===== src/rtl/esdi_pkg.sv =====
// Shared definitions for the ESDI serial command/status engine: state encoding,
// default payload widths and the odd-parity helper.
package esdi_pkg;

    localparam int ESDI_CMD_BITS    = 16;
    localparam int ESDI_STATUS_BITS = 16;

    typedef enum logic [2:0] {
        IDLE,
        C_SETUP,
        C_REQ,
        C_REL,
        S_REQ,
        S_REL,
        RECOVER,
        DONE
    } esdi_state_t;

    // Zero-extension leaves the XOR reduction unchanged, so any payload up to 64 bits fits.
    function automatic logic odd_parity(input logic [63:0] v);
        return ~^v;
    endfunction

endpackage


===== src/rtl/esdi_sync.sv =====
// Multi-stage flip-flop synchroniser for one asynchronous ESDI input.
module esdi_sync
    import esdi_pkg::*;
#(
    parameter int SYNC_STAGES = 2
) (
    input  logic clk,
    input  logic rst,
    input  logic d,
    output logic q
);

    logic [SYNC_STAGES-1:0] chain;

    always_ff @(posedge clk) begin
        if (rst) begin
            chain <= '0;
        end else begin
            chain <= {chain[SYNC_STAGES-2:0], d};
        end
    end

    assign q = chain[SYNC_STAGES-1];

endmodule


===== src/rtl/esdi_serial_engine.sv =====
// ESDI serial engine: shifts a command word plus odd parity to the drive over the
// TRANSFER REQ/ACK handshake and optionally reads a status word back.
module esdi_serial_engine
    import esdi_pkg::*;
#(
    parameter int CMD_BITS       = ESDI_CMD_BITS,
    parameter int STATUS_BITS    = ESDI_STATUS_BITS,
    parameter int NUM_DRIVES     = 4,
    parameter int SYNC_STAGES    = 2,
    parameter int SETUP_CYCLES   = 4,
    parameter int TIMEOUT_CYCLES = 65535
) (
    input  logic                                               clk,
    input  logic                                               rst,
    input  logic                                               cmd_valid,
    output logic                                               cmd_ready,
    input  logic [CMD_BITS-1:0]                                cmd_word,
    input  logic [((NUM_DRIVES > 1) ? $clog2(NUM_DRIVES) : 1)-1:0] cmd_drive,
    input  logic                                               cmd_want_status,
    output logic                                               rsp_valid,
    output logic [STATUS_BITS-1:0]                             rsp_status,
    output logic                                               rsp_parity_err,
    output logic                                               rsp_timeout,
    output logic                                               rsp_attention,
    output logic                                               esdi_transfer_req,
    output logic                                               esdi_command_data,
    input  logic                                               esdi_transfer_ack,
    input  logic                                               esdi_confstat_data,
    input  logic                                               esdi_attention,
    output logic [NUM_DRIVES-1:0]                              esdi_drive_select
);

    localparam int DRV_W   = (NUM_DRIVES > 1) ? $clog2(NUM_DRIVES) : 1;
    localparam int BIT_MAX = (CMD_BITS > STATUS_BITS) ? CMD_BITS : STATUS_BITS;
    localparam int BW      = $clog2(BIT_MAX + 1);
    localparam int CNT_MAX = (TIMEOUT_CYCLES > SETUP_CYCLES) ? TIMEOUT_CYCLES : SETUP_CYCLES;
    localparam int CW      = $clog2(CNT_MAX + 1);

    esdi_state_t            state_q, state_d;
    logic [CMD_BITS:0]      cmd_shift;
    logic [STATUS_BITS:0]   stat_shift;
    logic [BW-1:0]          bit_cnt;
    logic [CW-1:0]          cnt;
    logic                   want_status;
    logic                   timed_out;
    logic                   ack_s, conf_s, attn_s;
    logic                   accept, setup_done, wait_expired, cmd_last, stat_last;
    logic [NUM_DRIVES-1:0]  select_d;

    esdi_sync #(.SYNC_STAGES(SYNC_STAGES)) u_sync_ack  (.clk(clk), .rst(rst), .d(esdi_transfer_ack),  .q(ack_s));
    esdi_sync #(.SYNC_STAGES(SYNC_STAGES)) u_sync_conf (.clk(clk), .rst(rst), .d(esdi_confstat_data), .q(conf_s));
    esdi_sync #(.SYNC_STAGES(SYNC_STAGES)) u_sync_attn (.clk(clk), .rst(rst), .d(esdi_attention),     .q(attn_s));

    assign accept       = cmd_valid && (state_q == IDLE);
    assign setup_done   = (cnt == CW'(SETUP_CYCLES - 1));
    assign wait_expired = (cnt == CW'(TIMEOUT_CYCLES - 1));
    assign cmd_last     = (bit_cnt == BW'(CMD_BITS));
    assign stat_last    = (bit_cnt == BW'(STATUS_BITS));

    assign cmd_ready         = (state_q == IDLE);
    assign rsp_valid         = (state_q == DONE);
    assign esdi_transfer_req = (state_q == C_REQ) || (state_q == S_REQ);
    assign esdi_command_data = ((state_q == C_SETUP) || (state_q == C_REQ) || (state_q == C_REL))
                               && cmd_shift[CMD_BITS];

    // An out-of-range drive index leaves every select line low.
    always_comb begin
        select_d = '0;
        for (int i = 0; i < NUM_DRIVES; i++) begin
            if (cmd_drive == DRV_W'(i)) begin
                select_d[i] = 1'b1;
            end
        end
    end

    always_comb begin
        state_d = state_q;
        case (state_q)
            IDLE:    if (cmd_valid) state_d = C_SETUP;
            C_SETUP: if (setup_done) state_d = C_REQ;
            C_REQ: begin
                if (ack_s)             state_d = C_REL;
                else if (wait_expired) state_d = RECOVER;
            end
            C_REL: begin
                if (!ack_s)            state_d = cmd_last ? (want_status ? S_REQ : DONE) : C_SETUP;
                else if (wait_expired) state_d = RECOVER;
            end
            S_REQ: begin
                if (ack_s)             state_d = S_REL;
                else if (wait_expired) state_d = RECOVER;
            end
            S_REL: begin
                if (!ack_s)            state_d = stat_last ? DONE : S_REQ;
                else if (wait_expired) state_d = RECOVER;
            end
            RECOVER: if (!ack_s || wait_expired) state_d = DONE;
            DONE:    state_d = IDLE;
            default: state_d = IDLE;
        endcase
    end

    always_ff @(posedge clk) begin
        if (rst) begin
            state_q           <= IDLE;
            cmd_shift         <= '0;
            stat_shift        <= '0;
            bit_cnt           <= '0;
            cnt               <= '0;
            want_status       <= 1'b0;
            timed_out         <= 1'b0;
            esdi_drive_select <= '0;
            rsp_status        <= '0;
            rsp_parity_err    <= 1'b0;
            rsp_timeout       <= 1'b0;
            rsp_attention     <= 1'b0;
        end else begin
            state_q <= state_d;

            // One counter serves both setup hold and ACK timeout; it restarts on every state change.
            if (state_d != state_q)      cnt <= '0;
            else if (cnt != CW'(CNT_MAX)) cnt <= cnt + 1'b1;

            if (accept) begin
                cmd_shift         <= {cmd_word, odd_parity(64'(cmd_word))};
                want_status       <= cmd_want_status;
                timed_out         <= 1'b0;
                bit_cnt           <= '0;
                stat_shift        <= '0;
                esdi_drive_select <= select_d;
                rsp_status        <= '0;
                rsp_parity_err    <= 1'b0;
                rsp_timeout       <= 1'b0;
                rsp_attention     <= 1'b0;
            end

            if (state_q == C_REL && state_d == C_SETUP) begin
                cmd_shift <= {cmd_shift[CMD_BITS-1:0], 1'b0};
                bit_cnt   <= bit_cnt + 1'b1;
            end
            if (state_q == C_REL && state_d == S_REQ) bit_cnt <= '0;
            if (state_q == S_REL && state_d == S_REQ) bit_cnt <= bit_cnt + 1'b1;
            if (state_q == S_REQ && ack_s) stat_shift <= {stat_shift[STATUS_BITS-1:0], conf_s};
            if (state_d == RECOVER && state_q != RECOVER) timed_out <= 1'b1;

            // Results are captured on entry to DONE and hold until the next accept.
            if (state_d == DONE && state_q != DONE) begin
                rsp_attention  <= attn_s;
                rsp_timeout    <= timed_out;
                rsp_status     <= (want_status && !timed_out) ? stat_shift[STATUS_BITS:1] : '0;
                rsp_parity_err <= want_status && !timed_out && !(^stat_shift);
            end
        end
    end

endmodule


===== config.mk =====
export PLATFORM = sky130hd
export DESIGN_NAME = esdi_serial_engine
export DESIGN_NICKNAME = d
export VERILOG_FILES = /design/src/rtl/esdi_pkg.sv /design/src/rtl/esdi_sync.sv /design/src/rtl/esdi_serial_engine.sv
export SDC_FILE = /design/constraint.sdc
export NUM_CORES = 1
export LEC_CHECK = 0
export CORE_ASPECT_RATIO = 0.7
export CORE_MARGIN = 5
export CORE_UTILIZATION = 40
export DETAILED_ROUTE_END_ITERATION = 8
export PLACE_DENSITY = 0.64
export SLEW_MARGIN = 20
export SYNTH_ARGS = -nofsm -noshare
export SYNTH_HDL_FRONTEND = slang
export SYNTH_HIERARCHICAL = 1
export SYNTH_SLANG_ARGS = --single-unit

===== constraint.sdc =====
create_clock -name clk -period 2.6 [get_ports clk]
set_input_delay 0.52 -clock clk [delete_from_list [all_inputs] [get_ports clk]]
set_output_delay 0.52 -clock clk [all_outputs]
set_load 0.02 [all_outputs]

# After elaboration in Yosys (flattened, before gate mapping)
# Index checks and enable logic that the tools add are counted.
# op_classes
addsub	2
mul	0
n_div	0
magnitude_cmp	0
eq_ne	21
shift	0
mux	32
n_bitwise	0
reduce_logical	28
# ops
op	n
$mux W17	4
$reduce_xnor A64 Y1	1
$mux W16	3
$mux W3	9
$pmux W3 S8	1
$eq A3 B3 Y1 const B	7
$mux W5	4
$reduce_xor A17 Y1	1
$add A16 B1 Y16 const B	1
$eq A16 B16 Y1 const B	1
$eq A16 B2 Y1 const B	1
$ne A16 B16 Y1 const B	1
$logic_and A1 B1 Y1	10
$mux W1	9
$reduce_bool A2 Y1	4
$eq A3 B1 Y1 const B	2
$eq A3 B2 Y1 const B	2
$ne A3 B3 Y1 const B	2
$add A5 B1 Y5 const B	1
$eq A5 B5 Y1 const B	1
$eq A2 B2 Y1 const B	2
$logic_or A1 B1 Y1	4
$mux W2	2
$reduce_bool A4 Y1	1
other kinds (6)	9
# word_totals
ff_bits	89
latch_bits	0
ramBits	0
rom_bits	0
mem_count	0

# Logic depth before layout (Yosys ltp)
# Gate-level depths: netlist (run 1).
# depth
word_depth	9
mapped_depth	11
mapped_depth_nobuf	8

# Modules after synthesis
# Netlist (run 1), hierarchy kept.
# by_module_without_submodules
module	instances	cells_per_inst	area_each_um2	seq_area_each_um2
esdi_serial_engine	1	448	4048.9	1661.6
esdi_sync	3	4	52.6	40.0

# Worst setup path before layout (run 1)
# No wires, ideal clock.
# synth_path
path_kind	register -> register
startpoint	reg bit_cnt[0]
endpoint	reg rsp_parity_err
arrival_ps	2262
path_slack_ps	222
path_stages_with_launch	12
cell_sequence	dfxtp_1 > inv_1 > ha_1 > and4bb_2 > a31oi_1 > o21ba_2 > and4b_1 > buf_6 > o31a_1 > buf_6 > buf_6 > a22o_1
# synth_between
elab_chain_len	7
# synth_rtl
item	line	text
start: declaration	esdi_serial_engine.sv:42	logic [BW-1:0] bit_cnt;
start signal: assignment	esdi_serial_engine.sv:139	bit_cnt <= bit_cnt + 1'b1;
start signal: assignment	esdi_serial_engine.sv:142	if (state_q == S_REL && state_d == S_REQ) bit_cnt <= bit_cnt + 1'b1;
$eq A5 B5 Y1 *	esdi_serial_engine.sv:57, esdi_serial_engine.sv:58	
$mux W2 / $mux W3 (equally long branches)	esdi_serial_engine.sv:94, esdi_serial_engine.sv:86	
$mux W3, on equally long branches	esdi_serial_engine.sv:94, esdi_serial_engine.sv:86	
$pmux W3 S8 *	esdi_serial_engine.sv:78	case (state_q)
$eq A3 B3 Y1 *	esdi_serial_engine.sv:147	if (state_d == DONE && state_q != DONE) begin
$logic_and A1 B1 Y1 *	esdi_serial_engine.sv:147	
$mux W1 / $reduce_bool A2 Y1 (equally long branches)	--	
end signal: assignment	esdi_serial_engine.sv:151	rsp_parity_err <= want_status && !timed_out && !(^stat_shift);
end: declaration	esdi_serial_engine.sv:22	output logic rsp_parity_err,
# Every way passes the cells marked *; elsewhere a longest branch is shown, timed or not.
# A chain may end at the register's enable or synchronous reset.

# Worst setup path in the final report (run 1)
# layout_path
startpoint	reg cnt[13]
endpoint	reg rsp_status[13]
# layout_between
elab_chain_len	7
# layout_rtl
item	line	text
start: declaration	esdi_serial_engine.sv:43	logic [CW-1:0] cnt;
start signal: assignment	esdi_serial_engine.sv:122	else if (cnt != CW'(CNT_MAX)) cnt <= cnt + 1'b1;
$eq A16 B16 Y1	esdi_serial_engine.sv:56	assign wait_expired = (cnt == CW'(TIMEOUT_CYCLES - 1));
$mux W3 / $logic_or A1 B1 Y1 (equally long branches)	--	
$mux W3, on equally long branches	--	
$pmux W3 S8 *	esdi_serial_engine.sv:78	
$eq A3 B3 Y1 *	esdi_serial_engine.sv:147	
$logic_and A1 B1 Y1 *	esdi_serial_engine.sv:147	
$mux W16 / $reduce_bool A2 Y1 (equally long branches)	--	
end signal: assignment	esdi_serial_engine.sv:150	rsp_status <= (want_status && !timed_out) ? stat_shift[STATUS_BITS:1] : '0;
end: declaration	esdi_serial_engine.sv:21	output logic [STATUS_BITS-1:0] rsp_status,
# Marks and branches as above.

==> flow_summary_export.csv, run 1 <==
group,metric,value,unit
cells_and_area,diodes,0,
cells_and_area,layout.cell_area.non_filler,5240,um2
worst_setup_path,cp.arrival,2.66,ns
floorplan,rows,31,
clock_network,clkSlewWorstSetupHoldPaths,0.07,ns
global_route,gr-total-overflow,0,
route,detailed_routing_iterations_pass_1,5,
sta,final_worst_slack,0.172,ns
route,route.met2.wl,4260,um
synth,post_synth_instance_area,4210,um2
sta,timing.final.max_slew_violations,0,
power_and_ir_drop,p_int,2.33,mW
power_and_ir_drop,power_switching_share,24.6,%
synth,synth-seq-cells,89,
worst_setup_path,cp_max_fo,17,
synth,synth_sequential_area_ratio,42.4,%
route,detail_route.wl_per_cell,15.1,um
clock_network,clock_tree.buffer_depth,2,
cells_and_area,fillers,966,
clock_network,numCtsBuffers,9,
floorplan,chipWidth,133,um
cells_and_area,layout_net_count,541,
sta,rsz0062_at_grt,"false",
route,first_iter_violations,295,
sta,finalWorstPathRequiredPeriod,2.43,ns
min_path,hp-start,"u_sync_conf/chain[1]",
synth,avgSynthCellArea,9.14,um2
route,met1Wirelength,4680,um
power_and_ir_drop,seqPwrFrac,45.9,%
placed_design,placed_cell_area,4870,um2
worst_setup_path,worstPathRequired,2.83,ns
synth,total_nets_after_synthesis,489,
min_path,whs_endpoint,"stat_shift[0]",
power_and_ir_drop,power_switching,0.760,mW
global_route,grt_pass1_wl,16200,um
clock_network,tritoncts_clock_tree,"built",
global_route,tot_gr_track_use,15.6,%
global_route,via_count_of_the_first_global_routing_pass,3244,
cells_and_area,final_cell_mix,"88 x sky130_fd_sc_hd__dfxtp_1, 50 x sky130_fd_sc_hd__nand2_1, 49 x sky130_fd_sc_hd__clkdlybuf4s50_1",
synth,synth_async_sr_flop_share,0,%
flow_run,maxCapViolations,0,
cells_and_area,syn_to_final_growth,24.5,%
worst_setup_path,crit_path_start_kind,"flip-flop",
sta,worst_pin_slew,0.703,ns
synth,edff_count_synth,0,
floorplan,io_pins,52,
worst_setup_path,crit_type,"flip-flop to flip-flop",
sta,fin_skew,0.00747,ns
clock_network,cts-root-buf,"sky130_fd_sc_hd__clkbuf_16",
route,vias_per_cell,5.62,
sta,clock.fmax,412,MHz
worst_setup_path,worst_setup_path_end_kind,"flip-flop",
placed_design,place_congestion,0.900,
placed_design,post-dp-hpwl,6890,um
sta,report.final.hold_viol_count,0,
sta,slew_headroom,53.0,%
worst_setup_path,r2r_cells,7,
synth,synth_cell_types,62,
power_and_ir_drop,peak_supply_drop,0.291,mV
worst_setup_path,timing.reg2reg.setup_slack,0.17,ns
worst_setup_path,crit-reg2reg-capture,"rsp_status[13]",
sta,setup-violations-final,0,
clock_network,numClockSinks,89,
sta,final_period_utilization,93.4,%
clock_network,clkLatencyLatePin,0.34,ns
floorplan,die_area,12700,um2
clock_network,htreeDepth,3,
floorplan,initial_utilization,40.8,%
route,ant_nets,0,
floorplan,chipHeight,95.8,um
status,outcome,"completed",
route,route.vias.total,3645,
power_and_ir_drop,power.density,590,nW/um2
synth,yosys_warnings,6,
placed_design,count_of_buffers_inserted_at_the_top_level_ports,51,
power_and_ir_drop,leakage,1.85,nW
cells_and_area,layout.cells.most_common,"sky130_fd_sc_hd__dfxtp_1",
min_path,min_path_type,"flip-flop to flip-flop",
floorplan,design.core.area,10300,um2
global_route,pin_count_of_the_biggest_net_entering_global_routing,40,
power_and_ir_drop,p_comb_share,10.6,%
global_route,antenna_found_initial,0,
route,remaining_drc_errors,0,
worst_setup_path,regToRegStartpoint,"cnt[13]",
min_path,hold-path-cell-count,2,
synth,netlist_instances,460,
route,routed_wl,9820,um
power_and_ir_drop,power_frac_clock,43.5,%
placed_design,place_worst_setup_slack,-0.151,ns
route,routed_met3_length,734,um
route,highest_layer_used_for_signal_routing,"met4",
cells_and_area,post_route_cells_drive_above_1_share,10.6,%
synth,synth_flop_cell,"sky130_fd_sc_hd__dfxtp_1",
==> area by class of cell <==
class                   count  area (um2)  area share, %
inverters                   9        33.8          0.645
well taps                 132         165           3.15
repair buffers             69         659           12.6
clock buffers              10         239           4.56
flip-flops and latches     89        1780           34.0
multi-input cells         334        2280           43.6
clock inverters             6        72.6           1.39
==> worst max path at each step <==
stage	slack (ns)	depth (start not counted)	startpoint	endpoint
2_1_floorplan	0.22	11	bit_cnt[0]	rsp_parity_err
3_3_place_gp	0.002	8	bit_cnt[0]	cnt[5]
3_5_place_dp	-0.15	8	bit_cnt[0]	cnt[11]
4_1_cts	0.03	4	state_q[2]	esdi_transfer_req
5_1_grt	0.01	9	cnt[13]	rsp_status[13]
6_report	0.17	7	cnt[13]	rsp_status[13]
==> synth_stat cells (2+ instances only) <==
master	number	area, um2
sky130_fd_sc_hd__ha_1	4	50.1
sky130_fd_sc_hd__nand2b_1	3	18.8
sky130_fd_sc_hd__nor2b_1	9	56.3
sky130_fd_sc_hd__nand4_1	7	43.8
sky130_fd_sc_hd__and3_1	3	18.8
sky130_fd_sc_hd__nor4b_1	2	17.5
sky130_fd_sc_hd__nor3_1	21	105
sky130_fd_sc_hd__o311ai_0	2	17.5
sky130_fd_sc_hd__o21ai_0	5	25.0
sky130_fd_sc_hd__nand3_1	29	145
sky130_fd_sc_hd__a211oi_1	3	22.5
sky130_fd_sc_hd__buf_1	2	7.51
sky130_fd_sc_hd__nor4_1	2	12.5
sky130_fd_sc_hd__inv_1	9	33.8
sky130_fd_sc_hd__nand3b_1	2	15.0
sky130_fd_sc_hd__and2_1	3	18.8
sky130_fd_sc_hd__or3_1	2	12.5
sky130_fd_sc_hd__dfxtp_1	89	1780
sky130_fd_sc_hd__o211ai_1	2	15.0
sky130_fd_sc_hd__buf_6	4	45.0
sky130_fd_sc_hd__a21oi_1	45	225
sky130_fd_sc_hd__xor2_1	17	149
sky130_fd_sc_hd__nor4_4	3	63.8
sky130_fd_sc_hd__a22o_1	21	184
sky130_fd_sc_hd__xnor2_1	32	280
sky130_fd_sc_hd__and4_1	5	43.8
sky130_fd_sc_hd__nor2_1	13	48.8
sky130_fd_sc_hd__clkbuf_1	15	56.3
sky130_fd_sc_hd__nand4_4	2	42.5
sky130_fd_sc_hd__a22oi_1	16	120
sky130_fd_sc_hd__o31a_1	2	17.5
sky130_fd_sc_hd__buf_2	7	35.0
sky130_fd_sc_hd__nand2_1	50	188
==> per-layer routing <==
layer  vias up  global-route usage (%)
met5         -                       0
met4         0                    5.36
met3        14                    4.55
met2       134                    22.7
met1      1715                    22.1
li1       1782                       -
==> kinds of logic after synthesis <==
logic type | Yosys count | share of synthesized area, %
adders and majority gates | 4 | 1.19
DFF | 89 | 42.4
and+or+nand+nor | 163 | 22.0
AOI/OAI and AO/OA | 116 | 19.6
muxes | 2 | 0.506
xor gates and xnor gates | 49 | 10.2
buffers and inverters | 37 | 4.22
==> repair_timing <==
item / CTS / global route
resized for setup: 2 / 8
buffers inserted: 0 / 1
hold buffers: 0 / 0
endpoints found under the setup margin: 18 / 40
gates cloned: 0 / 0
pin swaps: 0 / 2
==> metrics by stage <==
step / setup TNS, ns / power, mW / utilization, % / instances / hold slack (ns)
2_1_floorplan: 0 / 1.66 / - / 460 / 0.414
3_3_place_gp: 0 / 1.77 / 47.2 / 632 / 0.418
3_5_place_dp: -2.62 / 1.77 / 47.2 / 632 / 0.429
4_1_cts: 0 / 3.12 / 50.3 / 648 / 0.434
5_1_grt: 0 / 3.23 / 50.8 / 649 / 0.441
6_report: 0 / 3.09 / 50.8 / 649 / 0.430
==> critical path: stages, from the launching register on <==
cell                        delay, ns
sky130_fd_sc_hd__dfxtp_1         0.47
sky130_fd_sc_hd__nand4_4         0.21
sky130_fd_sc_hd__nor4_4          0.47
sky130_fd_sc_hd__o2bb2ai_2       0.17
sky130_fd_sc_hd__buf_4           0.14
sky130_fd_sc_hd__a21oi_2         0.06
sky130_fd_sc_hd__o31a_2          0.50
sky130_fd_sc_hd__a22o_1          0.30
==> power groups by stage <==
| stage | Clock, mW | Sequential (mW) | Combinational [mW] |
|---|---|---|---|
| finish | 1.34 | 1.42 | 0.327 |
| global route | 1.44 | 1.42 | 0.363 |
| detailed placement | 0 | 1.45 | 0.323 |
| floorplan | 0 | 1.45 | 0.208 |
| CTS | 1.37 | 1.42 | 0.325 |
| global placement | 0 | 1.45 | 0.317 |
==> state kept, by name, summed over array words and instances, names as in the netlist, 2 cells and up <==
name / flops
bit_cnt: 5
cmd_shift: 17
cnt: 16
esdi_drive_select: 4
rsp_status: 16
stat_shift: 17
state_q: 3
u_sync_ack/chain: 2
u_sync_attn/chain: 2
u_sync_conf/chain: 2
(Power assumes the default switching activity.)
==> run 2, diff against run 1 <==
--- a/config.mk
+++ b/config.mk
@@ -6,7 +6,7 @@
 export NUM_CORES = 1
 export LEC_CHECK = 0
 export CORE_ASPECT_RATIO = 0.7
-export CORE_MARGIN = 5
+export CORE_MARGIN = 2
 export CORE_UTILIZATION = 40
 export DETAILED_ROUTE_END_ITERATION = 8
 export PLACE_DENSITY = 0.64
@@ -15,3 +15,4 @@
 export SYNTH_HDL_FRONTEND = slang
 export SYNTH_HIERARCHICAL = 1
 export SYNTH_SLANG_ARGS = --single-unit
+export TNS_END_PERCENT = 5
==> run 2 against run 1 <==
  * Worst hold slack better by 0.0022 ns
  * Final cell count down 0.31%
  * Combinational power about the same
  * Count of clock-buffer cells in the layout unchanged
  * Sequential power about the same
  * Flip-flop and latch count unchanged
  * Highest routed layer unchanged
  * Maximum frequency down 1.7%
  * Register-to-register slack about the same
  * Design area down 1.3%
  * Critical endpoint is now esdi_transfer_req
  * Setup slack worse by 0.042 ns
  * Largest cell class unchanged
  * Die area down 11%
  * Clock power down 10%
==> flow_summary_export.csv, run 2 (same netlist as run 1, synthesis figures left out) <==
group,metric,value,unit
status,outcome,"completed",
route,routed_wl,9790,um
worst_setup_path,crit_path_start_kind,"flip-flop",
cells_and_area,final_cell_mix,"88 x sky130_fd_sc_hd__dfxtp_1, 50 x sky130_fd_sc_hd__nand2_1, 50 x sky130_fd_sc_hd__clkdlybuf4s50_1",
clock_network,numClockSinks,89,
route,remaining_drc_errors,0,
cells_and_area,post_route_cells_drive_above_1_share,9.51,%
clock_network,numCtsBuffers,9,
sta,report.final.hold_viol_count,0,
floorplan,design.core.area,10300,um2
min_path,min_path_type,"flip-flop to flip-flop",
global_route,via_count_of_the_first_global_routing_pass,3421,
clock_network,clkSlewWorstSetupHoldPaths,0.06,ns
clock_network,htreeDepth,3,
sta,slew_headroom,53.9,%
power_and_ir_drop,peak_supply_drop,0.342,mV
power_and_ir_drop,power.density,569,nW/um2
sta,final_period_utilization,95.0,%
sta,rsz0062_at_grt,"true",
cells_and_area,layout_net_count,539,
cells_and_area,layout.cell_area.non_filler,5170,um2
floorplan,die_area,11400,um2
worst_setup_path,worst_setup_path_end_kind,"output port",
cells_and_area,largest_registers,"cmd_shift (17), stat_shift (17)",
global_route,pin_count_of_the_biggest_net_entering_global_routing,33,
route,route.vias.total,3571,
floorplan,io_pins,52,
global_route,tot_gr_track_use,17.7,%
worst_setup_path,worst-path-buf-inv,1,
power_and_ir_drop,power.total,2.94,mW
placed_design,place_worst_setup_slack,-0.0274,ns
cells_and_area,fillers,956,
worst_setup_path,path_cells,"nand2b_1, a21oi_1, clkdlybuf4s50_1",
sta,finalWorstPathRequiredPeriod,2.47,ns
power_and_ir_drop,leakage,1.80,nW
global_route,gr-total-overflow,0,
worst_setup_path,crit_type,"flip-flop to output port",
sta,final_worst_slack,0.130,ns
floorplan,initial_utilization,40.9,%
clock_network,cts-root-buf,"sky130_fd_sc_hd__clkbuf_16",
clock_network,tritoncts_clock_tree,"built",
route,first_iter_violations,385,
route,ant_nets,0,
clock_network,clock_tree.buffer_depth,2,
placed_design,post-dp-hpwl,6750,um
route,detail_route.wl_per_cell,15.1,um
floorplan,chipHeight,89.8,um
floorplan,rows,31,
sta,setup-violations-final,0,
sta,timing.final.max_slew_violations,0,
global_route,antenna_found_initial,0,
clock_network,clkLatencyLatePin,0.34,ns
worst_setup_path,worstPathRequired,2.08,ns
cells_and_area,layout.cells.most_common,"sky130_fd_sc_hd__dfxtp_1",
worst_setup_path,cpLargestDelayFamily,"buffers and inverters",
cells_and_area,diodes,0,
cells_and_area,final-instance-count-excl-fill,647,
flow_run,maxCapViolations,0,
sta,fin_skew,0.00527,ns
sta,worst_pin_slew,0.674,ns
cells_and_area,syn_to_final_growth,22.9,%
placed_design,placed_cell_area,4880,um2
worst_setup_path,cp_max_fo,10,
sta,clock.fmax,405,MHz
global_route,grt_pass1_wl,16800,um
placed_design,count_of_buffers_inserted_at_the_top_level_ports,51,
worst_setup_path,critical_path.max_stage_delay,0.62,ns
placed_design,place_congestion,0.892,
sta,setup-tns-final,0,ns
route,detailed_routing_iterations_pass_1,5,
worst_setup_path,cp_slowest_cell,"sky130_fd_sc_hd__clkdlybuf4s50_1",
floorplan,chipWidth,127,um
placed_design,placed_instances,631,
route,vias_per_cell,5.52,
worst_setup_path,cp.arrival,1.95,ns
==> run 2: per-layer routing <==
metal	up-vias	share of wire [%]	track usage, %
li1	1767	-	-
met4	0	1.3	4.95
met3	15	5.5	4.17
met1	1678	50	25.7
met5	-	0	0
met2	111	44	26.1
==> run 2: path summary, 6_finish.rpt <==
path / start / end / slack, ns / cells past startpoint
setup reg to reg: cnt[0] / bit_cnt[2] / 0.16 / 8
setup / recovery: state_q[2] / esdi_transfer_req / 0.13 / 3
hold / removal: u_sync_conf/chain[0] / u_sync_conf/chain[1] / 0.43 / 1
hold reg to reg: u_sync_conf/chain[0] / u_sync_conf/chain[1] / 0.43 / 1
==> run 2: stage by stage <==
step                      util, %  hold slack [ns]
after floorplan                 -            0.414
after global placement       47.5            0.417
after detailed placement     47.5            0.426
after CTS                    50.1            0.435
after global routing         50.3            0.459
final                        50.3            0.432
==> run 2: timing repair <==
item | CTS | global route
resized for setup | 0 | 4
setup buffers | 0 | 0
hold endpoints to repair | 0 | 0
hold buffers | 0 | 0
endpoints found under the setup margin | 0 | 31
==> run 2: cell type report <==
| cell class | instances | area, um2 | area share, % |
|---|---|---|---|
| timing repair buffer | 67 | 651 | 12.6 |
| clock buffer | 10 | 229 | 4.43 |
| sequential | 89 | 1780 | 34.5 |
| tap | 132 | 165 | 3.19 |
| multi-input combinational | 334 | 2270 | 43.8 |
| clock inverter | 6 | 42.5 | 0.823 |
| inverter | 9 | 33.8 | 0.653 |
==> run 2: report_power, final <==
group,leakage [nW],switching [mW],internal [mW]
logic,0.952,0.177,0.147
clock network,0.129,0.547,0.651
registers,0.722,0.0215,1.40
total,1.80,0.746,2.20
